<file path="config.mk">
export PLATFORM = sky130hd
export DESIGN_NAME = rcl_sched
export DESIGN_NICKNAME = d
export VERILOG_FILES = /design/src/rtl/rcl_sched_pkg.sv /design/src/rtl/rcl_sched_rr_arb.sv /design/src/rtl/rcl_sched.sv
export SDC_FILE = /design/constraint.sdc
export NUM_CORES = 1
export LEC_CHECK = 0
export ABC_AREA = 1
export CAP_MARGIN = 20
export CORE_AREA = 2 2 90 92
export DETAILED_ROUTE_END_ITERATION = 16
export DIE_AREA = 0 0 92 94
export GPL_ROUTABILITY_DRIVEN = 0
export PLACE_DENSITY_LB_ADDON = 0.15
export SYNTH_ARGS = -nofsm -noshare
export SYNTH_HDL_FRONTEND = slang
export SYNTH_SLANG_ARGS = --single-unit
</file>
<file path="constraint.sdc">
create_clock -name clk -period 5.9 [get_ports clk]
set_input_delay 0.885 -clock clk [delete_from_list [all_inputs] [get_ports clk]]
set_output_delay 0.885 -clock clk [all_outputs]
set_load 0.05 [all_outputs]
</file>
<file path="src/rtl/rcl_sched_pkg.sv">
// rcl_sched_pkg: state encoding, result codes and load constants shared by the
// rcl_sched scheduler and its round-robin arbiter.
package rcl_sched_pkg;

    typedef enum logic [2:0] {
        ST_IDLE,
        ST_LOAD,
        ST_WAIT,
        ST_RESP,
        ST_GAP
    } state_t;

    localparam logic [1:0] RES_DISJOINT  = 2'd0;
    localparam logic [1:0] RES_TANGENT   = 2'd1;
    localparam logic [1:0] RES_INTERSECT = 2'd2;
    localparam logic [1:0] RES_TIMEOUT   = 2'd3;

    localparam int CW_DEFAULT = 5;
    localparam int LOAD_BEATS = 3;

endpackage

</file>
<file path="src/rtl/rcl_sched_rr_arb.sv">
// rcl_rr_arb: combinational round-robin picker. Scans upward from the index
// after last_grant, wrapping, and reports the first requester found.
module rcl_rr_arb #(
    parameter int N  = 4,
    parameter int IW = (N > 1) ? $clog2(N) : 1
) (
    input  logic [N-1:0]  req,
    input  logic [IW-1:0] last_grant,
    output logic [IW-1:0] grant,
    output logic          any_valid
);

    always_comb begin
        int idx;
        idx       = 0;
        grant     = '0;
        any_valid = 1'b0;
        for (int i = 1; i <= N; i++) begin
            idx = (int'(last_grant) + i) % N;
            if (!any_valid && req[IW'(idx)]) begin
                grant     = IW'(idx);
                any_valid = 1'b1;
            end
        end
    end

endmodule

</file>
<file path="src/rtl/rcl_sched.sv">
// rcl_sched: shares one serial line/circle relation engine among NUM_REQ
// requesters. Optional result counters are enabled with RCL_SCHED_STATS_EN.
module rcl_sched
    import rcl_sched_pkg::*;
#(
    parameter int NUM_REQ = 4,
    parameter int TIMEOUT = 64,
    parameter int CW      = CW_DEFAULT
) (
    input  logic                       clk,
    input  logic                       rst_n,
    input  logic [NUM_REQ-1:0]         req_valid,
    output logic [NUM_REQ-1:0]         req_ready,
    input  logic [NUM_REQ*3*CW-1:0]    req_coef_l,
    input  logic [NUM_REQ*3*CW-1:0]    req_coef_q,
    output logic                       eng_in_valid,
    output logic [CW-1:0]              eng_coef_l,
    output logic [CW-1:0]              eng_coef_q,
    input  logic                       eng_out_valid,
    input  logic [1:0]                 eng_out,
    output logic                       rsp_valid,
    output logic [$clog2(NUM_REQ)-1:0] rsp_id,
    output logic [1:0]                 rsp_result,
    output logic                       busy
`ifdef RCL_SCHED_STATS_EN
    ,
    output logic [15:0]                stat_disjoint,
    output logic [15:0]                stat_tangent,
    output logic [15:0]                stat_intersect,
    output logic [15:0]                stat_timeout
`endif
);

    localparam int IW  = $clog2(NUM_REQ);
    localparam int SW  = 3 * CW;
    localparam int WDW = $clog2(TIMEOUT + 1);

    state_t          state;
    logic [IW-1:0]   last_grant;
    logic [IW-1:0]   grant;
    logic [IW-1:0]   cur_id;
    logic            any_valid;
    logic [1:0]      cnt;
    logic [WDW-1:0]  wd;
    logic [2*CW-1:0] l_rest;
    logic [2*CW-1:0] q_rest;
    logic [SW-1:0]   set_l;
    logic [SW-1:0]   set_q;

    rcl_rr_arb #(
        .N  (NUM_REQ),
        .IW (IW)
    ) u_arb (
        .req        (req_valid),
        .last_grant (last_grant),
        .grant      (grant),
        .any_valid  (any_valid)
    );

    assign set_l = req_coef_l[int'(grant)*SW +: SW];
    assign set_q = req_coef_q[int'(grant)*SW +: SW];

    always_comb begin
        req_ready = '0;
        if (state == ST_IDLE && any_valid) begin
            req_ready[grant] = 1'b1;
        end
    end

    // The first beat is registered on the accept edge; the remaining beats
    // shift out of l_rest/q_rest, so LOAD lasts exactly LOAD_BEATS cycles.
    always_ff @(posedge clk) begin
        if (!rst_n) begin
            state        <= ST_IDLE;
            last_grant   <= IW'(NUM_REQ - 1);
            cur_id       <= '0;
            cnt          <= '0;
            wd           <= '0;
            l_rest       <= '0;
            q_rest       <= '0;
            eng_in_valid <= 1'b0;
            eng_coef_l   <= '0;
            eng_coef_q   <= '0;
            rsp_valid    <= 1'b0;
            rsp_id       <= '0;
            rsp_result   <= '0;
            busy         <= 1'b0;
        end else begin
            case (state)
                ST_IDLE: begin
                    if (any_valid) begin
                        last_grant   <= grant;
                        cur_id       <= grant;
                        eng_in_valid <= 1'b1;
                        eng_coef_l   <= set_l[SW-1 -: CW];
                        eng_coef_q   <= set_q[SW-1 -: CW];
                        l_rest       <= set_l[2*CW-1:0];
                        q_rest       <= set_q[2*CW-1:0];
                        cnt          <= '0;
                        busy         <= 1'b1;
                        state        <= ST_LOAD;
                    end
                end
                ST_LOAD: begin
                    if (cnt == 2'(LOAD_BEATS - 1)) begin
                        eng_in_valid <= 1'b0;
                        eng_coef_l   <= '0;
                        eng_coef_q   <= '0;
                        wd           <= '0;
                        state        <= ST_WAIT;
                    end else begin
                        eng_coef_l <= l_rest[2*CW-1 -: CW];
                        eng_coef_q <= q_rest[2*CW-1 -: CW];
                        l_rest     <= l_rest << CW;
                        q_rest     <= q_rest << CW;
                        cnt        <= cnt + 2'd1;
                    end
                end
                ST_WAIT: begin
                    // A genuine result wins over the watchdog in the same cycle.
                    if (eng_out_valid) begin
                        rsp_result <= eng_out;
                        rsp_id     <= cur_id;
                        rsp_valid  <= 1'b1;
                        state      <= ST_RESP;
                    end else if (wd == WDW'(TIMEOUT - 1)) begin
                        rsp_result <= RES_TIMEOUT;
                        rsp_id     <= cur_id;
                        rsp_valid  <= 1'b1;
                        state      <= ST_RESP;
                    end else begin
                        wd <= wd + 1'b1;
                    end
                end
                ST_RESP: begin
                    rsp_valid <= 1'b0;
                    state     <= ST_GAP;
                end
                ST_GAP: begin
                    busy  <= 1'b0;
                    state <= ST_IDLE;
                end
                default: begin
                    state <= ST_IDLE;
                end
            endcase
        end
    end

`ifdef RCL_SCHED_STATS_EN
    always_ff @(posedge clk) begin
        if (!rst_n) begin
            stat_disjoint  <= '0;
            stat_tangent   <= '0;
            stat_intersect <= '0;
            stat_timeout   <= '0;
        end else if (rsp_valid) begin
            case (rsp_result)
                RES_DISJOINT:  if (stat_disjoint  != 16'hFFFF) stat_disjoint  <= stat_disjoint  + 16'd1;
                RES_TANGENT:   if (stat_tangent   != 16'hFFFF) stat_tangent   <= stat_tangent   + 16'd1;
                RES_INTERSECT: if (stat_intersect != 16'hFFFF) stat_intersect <= stat_intersect + 16'd1;
                default:       if (stat_timeout   != 16'hFFFF) stat_timeout   <= stat_timeout   + 16'd1;
            endcase
        end
    end
`endif

endmodule

</file>
==> flow_summary.yaml <==
clock_tree:
  cts_hold_buf: 0
  clkTransAtPathRegs_ns: 0.10
  h-tree-depth: 2
  cts-root-buf: "clkbuf_8"
  cts_max_path_buffers: 2
  post-cts-setup-buffers: 0
  cts.sinks: 53
  clk_latency_ns: 0.31
  cts_resized: 0
  cts_buffers: 5
  cts_tree: "done"
sta:
  hold_viol_final: 0
  fin_crit_sh_pct: 80.59
  slew_violations: 0
  setup_viol: 0
  tns_ns: 0
  slew_headroom_pct: 34.64
  fmax_mhz: 210.3
  skew_ns: 0.008248
  worst_slew_pin_slew_ns: 0.9793
  rsz0062_at_grt: "no"
  fin_crit_ns: 4.755
cells_and_area:
  area_growth_syn_to_layout_pct: 45.47
  drive_gt1_share_pct: 3.592
  antenna_cells: 0
  fillCellCount: 692
  nets: 826
placed_design:
  numPortBuffers: 149
  post-dp-hpwl_mm: 7.833
logic_synthesis:
  yosysWarnings: 0
  netlist_area_um2: 3451
  synthArstFlopShare_pct: 0
  synth_edf_count: 0
  synth_fp_nets: 702
  seq_area_frac_synth_pct: 30.75
  avgSynthCellArea_um2: 6.043
  syn_inst: 571
  ys_ff_latch: 53
  ys_types: 29
  synth_top_flop_cell: "dfxtp_1"
worst_setup_path:
  path_buf_inv: 3
  end_kind: "primary output"
  crit_fanout: 55
  critPathLaunchType: "primary input"
  arrival_ns: 3.87
  crit_required_ns: 5.02
  crit_chain: "clkdlybuf4s50_1 -> nand2_1 -> nand2_1 -> nand2_1 -> nand2_1 -> nor2_2 -> nand3_2 -> nand2_4 -> nand2_4 -> inv_1 -> nand2_1 -> nor2_1 -> clkdlybuf4s50_1"
  cpLargestDelayFamily: "simple AND/OR/NAND/NOR gates"
  rrSetupSlack_ns: 2.64
  cp_slowest_cell: "clkdlybuf4s50_1"
  crit_path_max_incr_delay_ns: 0.81
  crit_type: "in2out"
  cpMostUsedCell: "nand2_1"
drt:
  drt_iter0_drc: 188
  avgViaCountPerCell: 5.351
  via_count: 4270
  dr.pass1.iters: 5
  drc: 0
  wl_per_cell_um: 13.04
  wl_mm: 10.41
  drtAntennaViolNets: 0
pwr:
  cellLeakagePower_nw: 2.241
  p_total_mw: 2.847
  vdd_drop_max_uv: 269.5
  power_density_nw_per_um2: 567.1
min_path:
  worstHoldPathType: "reg2reg"
floorplanning:
  num_rows: 32
  core_area_um2: 7607
  ios: 150
  die_area_um2: 8648
  die_h_um: 94
  fp.dieW_um: 92
  initial_utilization_pct: 45.36
grt:
  grt_max_degree: 56
  grt_pass1_wl_mm: 16.83
  overflow: 0
  antenna_found_initial: 0
  grt.total_usage_pct: 23.43
  grt_pass1_vias: 3994
job:
  maxCapViolations: 0
outcome:
  status: "completed"
==> stage by stage <==
| step | hold slack [ns] | setup WS (ns) | area [um2] | std cells | util, % |
|---|---|---|---|---|---|
| 3_3_place_gp | 0.4511 | 1.330 | 4920 | 790 | 64.67 |
| 6_report | 0.4779 | 1.145 | 5020 | 798 | 65.99 |
| 2_1_floorplan | 0.4422 | 2.406 | 3451 | 571 | - |
| 5_1_grt | 0.4973 | 0.9568 | 5020 | 798 | 65.99 |
| 3_5_place_dp | 0.4633 | 1.189 | 4920 | 790 | 64.67 |
| 4_1_cts | 0.4782 | 1.179 | 5020 | 798 | 65.99 |
==> worst min-delay path, stage by stage (launching register included) <==
cell	delay, ns
dfxtp_1	0.32
nand2_1	0.06
a21oi_1	0.06
==> path summary, 6_finish.rpt <==
kind | from | to | cells after the start
worst max-delay path | req_valid[3] | req_ready[0] | 13
worst min-delay path | cur_id[0] | cur_id[0] | 2
worst max register to register | state[1] | q_rest[8] | 8
worst min register to register | cur_id[0] | cur_id[0] | 2
==> cells in the mapped netlist, types with 3 or more instances <==
| library cell | instances | area (um2) |
|---|---|---|
| nand2_1 | 138 | 518.0 |
| nand3_1 | 138 | 690.7 |
| a21oi_1 | 65 | 325.3 |
| inv_1 | 55 | 206.5 |
| dfxtp_1 | 53 | 1061 |
| o21ai_0 | 29 | 145.1 |
| nor2_1 | 20 | 75.07 |
| buf_2 | 16 | 80.08 |
| clkbuf_1 | 15 | 56.30 |
| o21ai_1 | 6 | 30.03 |
| nor3_1 | 5 | 25.02 |
| buf_6 | 3 | 33.78 |
| inv_2 | 3 | 11.26 |
==> final cells by class <==
class | count | area, um2 | area share [%]
inverter | 60 | 225.2 | 4.487
multi-input combinational | 422 | 1987 | 39.58
tap | 102 | 127.6 | 2.542
clock buffer | 6 | 82.58 | 1.645
sequential | 53 | 1061 | 21.14
timing repair buffer | 153 | 1519 | 30.26
clock inverter | 2 | 17.52 | 0.3490
==> sequential cells by signal, indices dropped and copies added, names as in the netlist <==
| signal | cells |
|---|---|
| busy | 1 |
| cnt | 2 |
| cur_id | 2 |
| eng_coef_l | 5 |
| eng_coef_q | 5 |
| eng_in_valid | 1 |
| l_rest | 10 |
| last_grant | 2 |
| q_rest | 10 |
| rsp_id | 2 |
| rsp_result | 2 |
| rsp_valid | 1 |
| state | 3 |
| wd | 7 |
==> cell families (layout without fill, tap and decap cells) <==
group                      after synthesis  after routing  synth area share, %
DFF                                     53             53                30.75
adders and majority gates                2              2               0.7250
and+or+nand+nor                        312            312                40.39
AOI/OAI and AO/OA                      108            108                16.46
buffers and inverters                   96            221                11.68
==> report_power, final <==
group | internal (mW) | leakage, nW | switching (mW)
clock | 0.0976 | 0.0518 | 0.124
sequential | 0.467 | 0.436 | 0.0598
combinational | 0.684 | 1.75 | 1.41
==> cells in the final DEF (no fill, tap or decap), types with 2 or more instances in the layout <==
cell | netlist | layout
a21oi_1 | 65 | 65
buf_4 | 0 | 5
clkbuf_8 | 0 | 6
clkdlybuf4s50_1 | 0 | 148
clkinv_1 | 2 | 2
dfxtp_1 | 53 | 53
ha_1 | 2 | 2
inv_1 | 55 | 55
inv_2 | 3 | 3
nand2_1 | 138 | 138
nand2_2 | 2 | 2
nand2_4 | 2 | 2
nand3_1 | 138 | 138
nor2_1 | 20 | 20
nor2_2 | 2 | 2
nor3_1 | 5 | 5
nor3b_1 | 2 | 2
o211ai_1 | 2 | 2
o21ai_0 | 29 | 29
o21ai_1 | 6 | 6
or2_2 | 2 | 2
==> metal layers <==
| metal | track usage, % | wire [um] |
|---|---|---|
| met1 | 26.37 | 4149 |
| met2 | 44.67 | 5396 |
| met3 | 3.612 | 635 |
| met4 | 8.209 | 224 |
| met5 | 0 | 0 |
No activity file was read; power rests on OpenSTA's default activity.
